### src/rtl/rr_arb_pkg.sv
// Shared types and constants for the 16-way round-robin arbiter.
package rr_arb_pkg;

  localparam int unsigned N_REQ  = 16;
  localparam int unsigned IDX_W  = 4;
  localparam int unsigned HOLD_W = 8;

  typedef enum logic {
    IDLE  = 1'b0,
    GRANT = 1'b1
  } state_t;

  // One-hot decode of a requester index, same format as the 4-to-16 decode
  function automatic logic [N_REQ-1:0] onehot(input logic [IDX_W-1:0] idx);
    onehot = N_REQ'(1) << idx;
  endfunction

endpackage

### src/rtl/rr_arbiter16_pick.sv
// Rotating-priority search: first set request at or after ptr, wrapping 15->0.
module rr_pick
  import rr_arb_pkg::*;
(
  input  logic [N_REQ-1:0] req,
  input  logic [IDX_W-1:0] ptr,
  output logic             found,
  output logic [IDX_W-1:0] idx
);

  logic [2*N_REQ-1:0] req_dbl;
  logic [N_REQ-1:0]   req_rot;
  logic [IDX_W-1:0]   ffs;

  // Rotate right by ptr so the highest-priority requester lands in bit 0
  assign req_dbl = {req, req};
  assign req_rot = N_REQ'(req_dbl >> ptr);

  // Fixed-priority find-first-set on the rotated vector (lowest bit wins)
  always_comb begin
    ffs = '0;
    for (int i = N_REQ - 1; i >= 0; i--) begin
      if (req_rot[i]) ffs = IDX_W'(i);
    end
  end

  assign found = |req_rot;
  // Undo the rotation; IDX_W-bit add wraps mod 16
  assign idx   = ffs + ptr;

endmodule

### src/rtl/rr_arbiter16.sv
// Round-robin arbiter: 16 requesters share one resource; registered one-hot
// grant plus index. Optional hold limit enabled by defining RR_HOLD_LIMIT_EN.
module rr_arbiter16
  import rr_arb_pkg::*;
#(
  parameter int unsigned MAX_HOLD = 8
) (
  input  logic             clk,
  input  logic             rst,
  input  logic [N_REQ-1:0] req,
  output logic [N_REQ-1:0] gnt,
  output logic [IDX_W-1:0] gnt_idx,
  output logic             gnt_valid
);

  // Reject hold limits outside the counter's range at elaboration
  if (MAX_HOLD < 1 || MAX_HOLD > 255) begin : g_bad_max_hold
    $error("rr_arbiter16: MAX_HOLD must be in 1..255");
  end

  state_t           state;
  logic [IDX_W-1:0] ptr;
  logic             pick_found;
  logic [IDX_W-1:0] pick_idx;
  logic             hold_expire;
  logic             release_c;

  rr_pick u_pick (
    .req   (req),
    .ptr   (ptr),
    .found (pick_found),
    .idx   (pick_idx)
  );

`ifdef RR_HOLD_LIMIT_EN
  localparam logic [HOLD_W-1:0] HOLD_LAST = HOLD_W'(MAX_HOLD - 1);

  logic [HOLD_W-1:0] hold_cnt;

  assign hold_expire = (hold_cnt == HOLD_LAST);

  // Count consecutive grant cycles; cleared while idle and on release, saturating
  always_ff @(posedge clk) begin
    if (rst || (state == IDLE) || release_c) begin
      hold_cnt <= '0;
    end else if (hold_cnt != '1) begin
      hold_cnt <= hold_cnt + HOLD_W'(1);
    end
  end
`else
  assign hold_expire = 1'b0;
`endif

  // Holder dropped its request, or used up its hold budget
  assign release_c = !req[gnt_idx] || hold_expire;

  // Arbitration FSM: grant from IDLE, release back to IDLE and advance the pointer
  always_ff @(posedge clk) begin
    if (rst) begin
      state     <= IDLE;
      gnt       <= '0;
      gnt_idx   <= '0;
      gnt_valid <= 1'b0;
      ptr       <= '0;
    end else begin
      case (state)
        IDLE: begin
          if (pick_found) begin
            state     <= GRANT;
            gnt_idx   <= pick_idx;
            gnt       <= onehot(pick_idx);
            gnt_valid <= 1'b1;
          end
        end
        GRANT: begin
          if (release_c) begin
            state     <= IDLE;
            gnt       <= '0;
            gnt_idx   <= '0;
            gnt_valid <= 1'b0;
            ptr       <= gnt_idx + IDX_W'(1);
          end
        end
        default: begin
          state     <= IDLE;
          gnt       <= '0;
          gnt_idx   <= '0;
          gnt_valid <= 1'b0;
        end
      endcase
    end
  end

endmodule

### config.mk
export PLATFORM = sky130hd
export DESIGN_NAME = rr_arbiter16
export DESIGN_NICKNAME = d
export VERILOG_FILES = /design/src/rtl/rr_arb_pkg.sv /design/src/rtl/rr_arbiter16_pick.sv /design/src/rtl/rr_arbiter16.sv
export SDC_FILE = /design/constraint.sdc
export NUM_CORES = 1
export LEC_CHECK = 0
export ABC_AREA = 1
export CORE_MARGIN = 1
export CORE_UTILIZATION = 55
export DETAILED_ROUTE_END_ITERATION = 10
export HOLD_SLACK_MARGIN = 0.06
export PLACE_DENSITY = 0.81
export SETUP_SLACK_MARGIN = 0.2
export SLEW_MARGIN = 20
export SYNTH_ARGS = -nofsm -noshare
export SYNTH_HDL_FRONTEND = slang
export SYNTH_SLANG_ARGS = --single-unit
### constraint.sdc
create_clock -name clk -period 4 [get_ports clk]
set_input_delay 0.8 -clock clk [delete_from_list [all_inputs] [get_ports clk]]
set_output_delay 0.8 -clock clk [all_outputs]
set_load 0.1 [all_outputs]
==> results.toml, run 1 <==
[route]
detail-route-antenna-nets = 0
vias = 2874
drt_iter0_drc = 232
drc = 0
routed_via_density = 5.83
first_pass_iters = 4
routedWlPerCell_um = 15.5
wirelength_um = 7630

[critical_path]
max_stage_delay_ns = 0.35
setup.worst_path.start = "req[13]"
end_kind = "flip-flop"
critPathSlowestCell = "fa_2"
crit_top_cell = "nand2_1"
cp_top_family = "simple AND/OR/NAND/NOR gates"
required_ns = 4.22
worstPathMaxFanout = 4
cp.buffers_inverters = 4
critPathKind = "input port to flip-flop"
critPathLaunchType = "input port"
arrival_ns = 3.75
r2r_start = "ptr[0]"

[sta]
hold_viol_final = 0
finalCriticalPeriod_ns = 3.54
tightest_slew_ns = 0.985
fin_skew_ns = 0.00488
fin_ws_ns = 0.461
max_freq_mhz = 283
setup-violations-final = 0
fin_crit_sh_pct = 88.5
relSlewSlack_pct = 34.1
report.final.slew_viol_count = 0
rsz0062_at_grt = "no"
fin_tns_setup_ns = 0

[global_routing]
antenna_found_initial = 0
grt-ovfl-total = 0
grt_pass1_wl_um = 12200
grtUsageTotal_pct = 30.5
grt_pass1_vias = 2700
grt_start_max_net_pins = 22

[pwr]
ir_drop_uv = 699
power.density_nw_per_um2 = 867
p_leak_nw = 1.54

[min_path]
holdCritStartpoint = "gnt[1]"
hp-class = "flip-flop to flip-flop"

[clocking]
cts_made_buffers = 3
htree_levels = 1
cts_hold_buf = 0
cts_root_buf = "clkbuf_8"
clk_pin_slew_ns = 0.09
clock_latency_ns = 0.28
clockBufferDepth = 2
cts_tree = "yes"
cts.sinks = 26

[floorplan]
rows = 24
num_io_pins = 39
die_y_um = 69.6
fp.dieArea_um2 = 4840
coreArea_um2 = 4380
start_util_pct = 57.3
die_w_um = 69.6

[cells_and_area]
nets = 465
final_cells = 493
final_common_cell = "nand2_1"
layout_common_cells = "nand2_1, nand3_1, buf_4"
ff_latch_area_um2 = 524
post_route_cells_drive_above_1_share_pct = 45.6
nFillCells = 312
stdcell_area_um2 = 3400
antennaDiodeCount = 0
utilization_pct = 77.6
multi_input_area_um2 = 2050
syn2layout_area_growth_pct = 35.4

[status]
status = "finished, final reports clean"

[yosys]
syn_inst = 379
synth.distinct_cells = 39
synth_edf_count = 0
seq_area_frac_synth_pct = 20.7
synth-seq-cells = 26
synth_xor_area_share_pct = 1.05
synth_compound_gate_area_share_pct = 16.6
synth.largest_area_cell = "dfxtp_1"
synthTopCellsByArea = "dfxtp_1, nand2_1, nand3_1, a21oi_2, nand2_2"
synth_flop_cell = "dfxtp_1"
synth_nets = 402
post_synth_and_or_nand_nor_area_fraction_pct = 49.4
synthMuxAreaShare_pct = 0
synth_top_area_share_pct = 20.7
synth_fa_ha_area_share_pct = 2.79
synth.avg_cell_area_um2 = 6.63
synth_top_family_by_area = "simple AND/OR/NAND/NOR gates"
syn_area_um2 = 2510
synth-async-reset-ratio_pct = 0
ys_warn_count = 0

[placed_design]
place_area_um2 = 3040
place_congestion = 0.884
dpl.hpwl_um = 5240
dp.cells = 481
port_buffers = 38
post-place-ws_ns = -0.332

[run]
max-cap-violations = 0
flip-flops by register name, indices dropped and copies added, names as in the netlist:
register   cells
gnt           16
gnt_idx        4
ptr            4
gnt_valid      1
state          1
report_power, final:
part	switching, mW	total (mW)	leakage (nW)	internal (mW)
sequential	0.0717	0.387	0.212	0.315
clock	0.0848	0.173	0.0288	0.0882
combinational	1.53	2.39	1.30	0.856
total	1.69	2.95	1.54	1.26
cell usage after synthesis (2+ instances only):
master / n
o21ai_1: 8
clkbuf_1: 3
o21ai_2: 4
inv_4: 2
nor3_1: 7
a21oi_1: 14
inv_2: 6
inv_1: 18
a21oi_2: 20
buf_4: 2
a31oi_1: 2
ha_1: 4
nand3_2: 5
nand3_1: 71
nor2_2: 3
nand2_2: 22
nor2_8: 3
nor2_4: 2
nor2_1: 11
or2_1: 2
xor2_1: 3
buf_6: 2
buf_2: 6
o21ai_0: 6
nand2_4: 8
nand2_1: 105
dfxtp_1: 26
a221oi_1: 2
buf_8: 2
final timing paths:
check	endpoint	slack (ns)	depth (start not counted)
hold / removal	gnt[1]	0.48	2
setup reg to reg	gnt[3]	0.52	30
setup / recovery	gnt[3]	0.46	27
hold reg to reg	gnt[1]	0.48	2
routing by layer:
metal  part of all wire [%]  up-vias  track usage [%]
li1                       -     1391                -
met1                     41     1351             39.3
met2                     52      113             53.3
met3                    4.8       19             1.74
met4                    2.4        0             12.0
met5                      0        -                0
repair_timing:
action                                  CTS  global route
pin swaps                                 3            12
gates resized for setup                  30           118
endpoints found under the setup margin   17            19
buffers inserted                          1             7
layout make-up:
cell class | count | share of cell area, %
well taps | 52 | 1.91
flip-flops and latches | 26 | 15.4
inverters | 27 | 3.31
multi-input cells | 310 | 60.2
repair buffers | 74 | 17.5
clock buffers | 4 | 1.62
cells by family (layout without fill, tap and decap cells):
group / count (synthesis) / count (layout)
compound gates: 61 / 61
fa+ha+maj: 5 / 5
simple gates: 241 / 241
xor+xnor: 3 / 3
flops: 26 / 26
buf+inv: 43 / 105
metrics by stage:
step / power [mW] / hold WS, ns
2_1_floorplan: 1.85 / 0.621
3_3_place_gp: 2.32 / 0.460
3_5_place_dp: 2.36 / 0.461
4_1_cts: 2.62 / 0.478
5_1_grt: 3.17 / 0.505
6_report: 2.95 / 0.479
tightest hold or removal path: cells and delay by family, from the launching register on:
kind            cells  cell delay [ns]
simple gates        1             0.07
flops               1             0.33
compound gates      1             0.05
(Power assumes the default switching activity.)
==> run 2: changes to the inputs <==
--- a/config.mk
+++ b/config.mk
@@ -5,12 +5,11 @@
 export SDC_FILE = /design/constraint.sdc
 export NUM_CORES = 1
 export LEC_CHECK = 0
-export ABC_AREA = 1
 export CORE_MARGIN = 1
-export CORE_UTILIZATION = 55
+export CORE_UTILIZATION = 54
 export DETAILED_ROUTE_END_ITERATION = 10
 export HOLD_SLACK_MARGIN = 0.06
-export PLACE_DENSITY = 0.81
+export PLACE_DENSITY = 0.8
 export SETUP_SLACK_MARGIN = 0.2
 export SLEW_MARGIN = 20
 export SYNTH_ARGS = -nofsm -noshare
==> run 2 against run 1 <==
The flow now finishes with violations (setup timing). First-iteration DRC count rose by 61%. Combinational power is 56% lower. Total power shrank 47%. Critical path depth down 10. Die area down 2.0%.
==> results.toml, run 2 <==
[clocking]
cts_tree = "yes"
cts_made_buffers = 3
cts_hold_buf = 0
clock_latency_ns = 0.27
cts.sinks = 26
clk_pin_slew_ns = 0.09
htree_levels = 1
cts_root_buf = "clkbuf_8"
clockBufferDepth = 2

[yosys]
synth-async-reset-ratio_pct = 0
synth_nets = 273
synth.avg_cell_area_um2 = 9.66
ys_warn_count = 0
syn_area_um2 = 2410
synth.largest_area_cell = "dfxtp_1"
seq_area_frac_synth_pct = 21.6
synth_most_common_cell = "dfxtp_1"
synth.distinct_cells = 55
synth_top_area_share_pct = 21.6
synth_flop_cell = "dfxtp_1"
synthTopCellsByCount = "dfxtp_1, mux2i_1, nor2_1"
synth-seq-cells = 26
synthTopCellsByArea = "dfxtp_1, mux4_2, mux2i_1, o2bb2ai_1, mux2_2"
syn_inst = 250
synth_edf_count = 0

[critical_path]
critPathKind = "input port to flip-flop"
r2r_slack_ns = -0.02
required_ns = 4.19
r2r_start = "ptr[3]"
reg2reg_depth = 18
critPathLaunchType = "input port"
arrival_ns = 4.26
timing.rr.end = "gnt[14]"
worstPathMaxFanout = 5
end_kind = "flip-flop"
crit_end = "gnt[14]"
setup.worst_path.start = "req[8]"

[floorplan]
die_w_um = 68.9
fp.dieArea_um2 = 4740
rows = 23
start_util_pct = 58.3
die_y_um = 68.9
num_io_pins = 39
coreArea_um2 = 4140

[global_routing]
grt_start_max_net_pins = 31
grtUsageTotal_pct = 34.5
grt_pass1_wl_um = 11900
antenna_found_initial = 1
grt_pass1_vias = 2516
grt-ovfl-total = 0

[cells_and_area]
nFillCells = 154
layout_common_cells = "buf_4, dfxtp_1, clkdlybuf4s50_1"
stdcell_area_um2 = 3810
post_route_cells_drive_above_1_share_pct = 55.3
nets = 385
final_common_cell = "buf_4"
antennaDiodeCount = 0
utilization_pct = 91.9
largest_register = "gnt"
syn2layout_area_growth_pct = 57.7
largestRegisters = "gnt x16, gnt_idx x4, ptr x4"
largest_register_ffs = 16

[pwr]
power.density_nw_per_um2 = 407
p_leak_nw = 1.52
ir_drop_uv = 431
power.total_mw = 1.55

[route]
routedWlPerCell_um = 27.5
drc = 0
routed_via_density = 7.22
drt_iter0_drc = 374
detail-route-antenna-nets = 0
vias = 2960
wirelength_um = 11300
first_pass_iters = 5

[sta]
fin_tns_setup_ns = -0.109
fin_skew_ns = 0.00674
fin_crit_sh_pct = 102
fin_ws_ns = -0.0711
setup-violations-final = 5
rsz0062_at_grt = "yes"
tightest_slew_ns = 1.21
max_freq_mhz = 246
relSlewSlack_pct = 18.9
report.final.slew_viol_count = 0
finalCriticalPeriod_ns = 4.07
hold_slack_ns = 0.481
hold_viol_final = 0

[min_path]
hp-class = "flip-flop to flip-flop"

[status]
status = "finished with violations"
violations = "setup timing"

[placed_design]
port_buffers = 38
dpl.hpwl_um = 5270
place_area_um2 = 3270
place_congestion = 0.897

[run]
max-cap-violations = 0
[run 2: cell types whose count changed after synthesis, moves of 11 or more]
cell	delta
mux2i_1	+24
nand2_2	-22
inv_1	-15
nand2_1	-90
o2bb2ai_1	+18
mux4_2	+13
nand3_1	-63
mux2_2	+11
a21oi_2	-19
[run 2: metal layers]
layer / routed length, um / vias up / global-route usage (%)
li1: - / 1196 / -
met1: 4020 / 1414 / 42.4
met2: 5270 / 253 / 61.0
met3: 1100 / 97 / 7.40
met4: 881 / 0 / 8.42
met5: 0 / - / 0
[run 2: worst min-delay path by stage]
| stage | slack (ns) | endpoint | from | cells past startpoint |
|---|---|---|---|---|
| 3_5_place_dp | 0.45 | gnt[4] | gnt[4] | 1 |
| 6_report | 0.48 | gnt[6] | gnt[6] | 1 |
| 3_3_place_gp | 0.45 | gnt[12] | gnt[12] | 1 |
| 4_1_cts | 0.47 | gnt[4] | gnt[4] | 1 |
| 2_1_floorplan | 0.62 | gnt_idx[3] | state | 2 |
| 5_1_grt | 0.49 | gnt[1] | gnt[1] | 1 |
[run 2: metrics by stage]
stage / worst slack [ns] / std cells
floorplan: 0.212 / 250
global placement: -0.510 / 387
detailed placement: -0.595 / 387
CTS: 0.205 / 405
global route: -0.270 / 410
finish: -0.0711 / 410
[run 2: worst max-delay path, stage by stage]
cell,delay [ns]
buf_6,0.11
mux4_2,0.52
buf_4,0.18
nand2_1,0.17
and3b_1,0.29
nand2b_4,0.08
a21oi_2,0.14
o31a_1,0.18
o21ai_2,0.08
buf_4,0.14
a31o_2,0.27
fa_2,0.39
xnor2_2,0.19
nor3b_2,0.22
buf_6,0.18
nand2_2,0.12
o2bb2ai_2,0.20
[run 2: what timing repair did]
action,in CTS,in global routing
cloned,0,1
pin swaps,30,32
endpoints found under the setup margin,19,19
resized for setup,103,58
setup buffers,15,4
[run 2: power breakdown]
part | switching (mW) | total [mW] | internal, mW | leakage [nW]
sequential | 0.0609 | 0.348 | 0.287 | 0.213
clock | 0.0816 | 0.149 | 0.0676 | 0.0216
combinational | 0.611 | 1.05 | 0.441 | 1.28
[run 2: cell families after synthesis]
group	Yosys count	synth area share, %
xor+xnor	5	1.81
buf+inv	18	4.09
fa+ha+maj	5	2.90
compound gates	71	22.1
flops	26	21.6
simple gates	73	16.6
mux	52	30.9
[run 2: area by class of cell]
class	count	area [um2]	area share, %
clock buffers	3	41.3	1.08
inverters	3	11.3	0.296
multi-input cells	206	2140	56.2
flip-flops and latches	26	527	13.8
well taps	50	62.6	1.64
repair buffers	122	1030	27.0
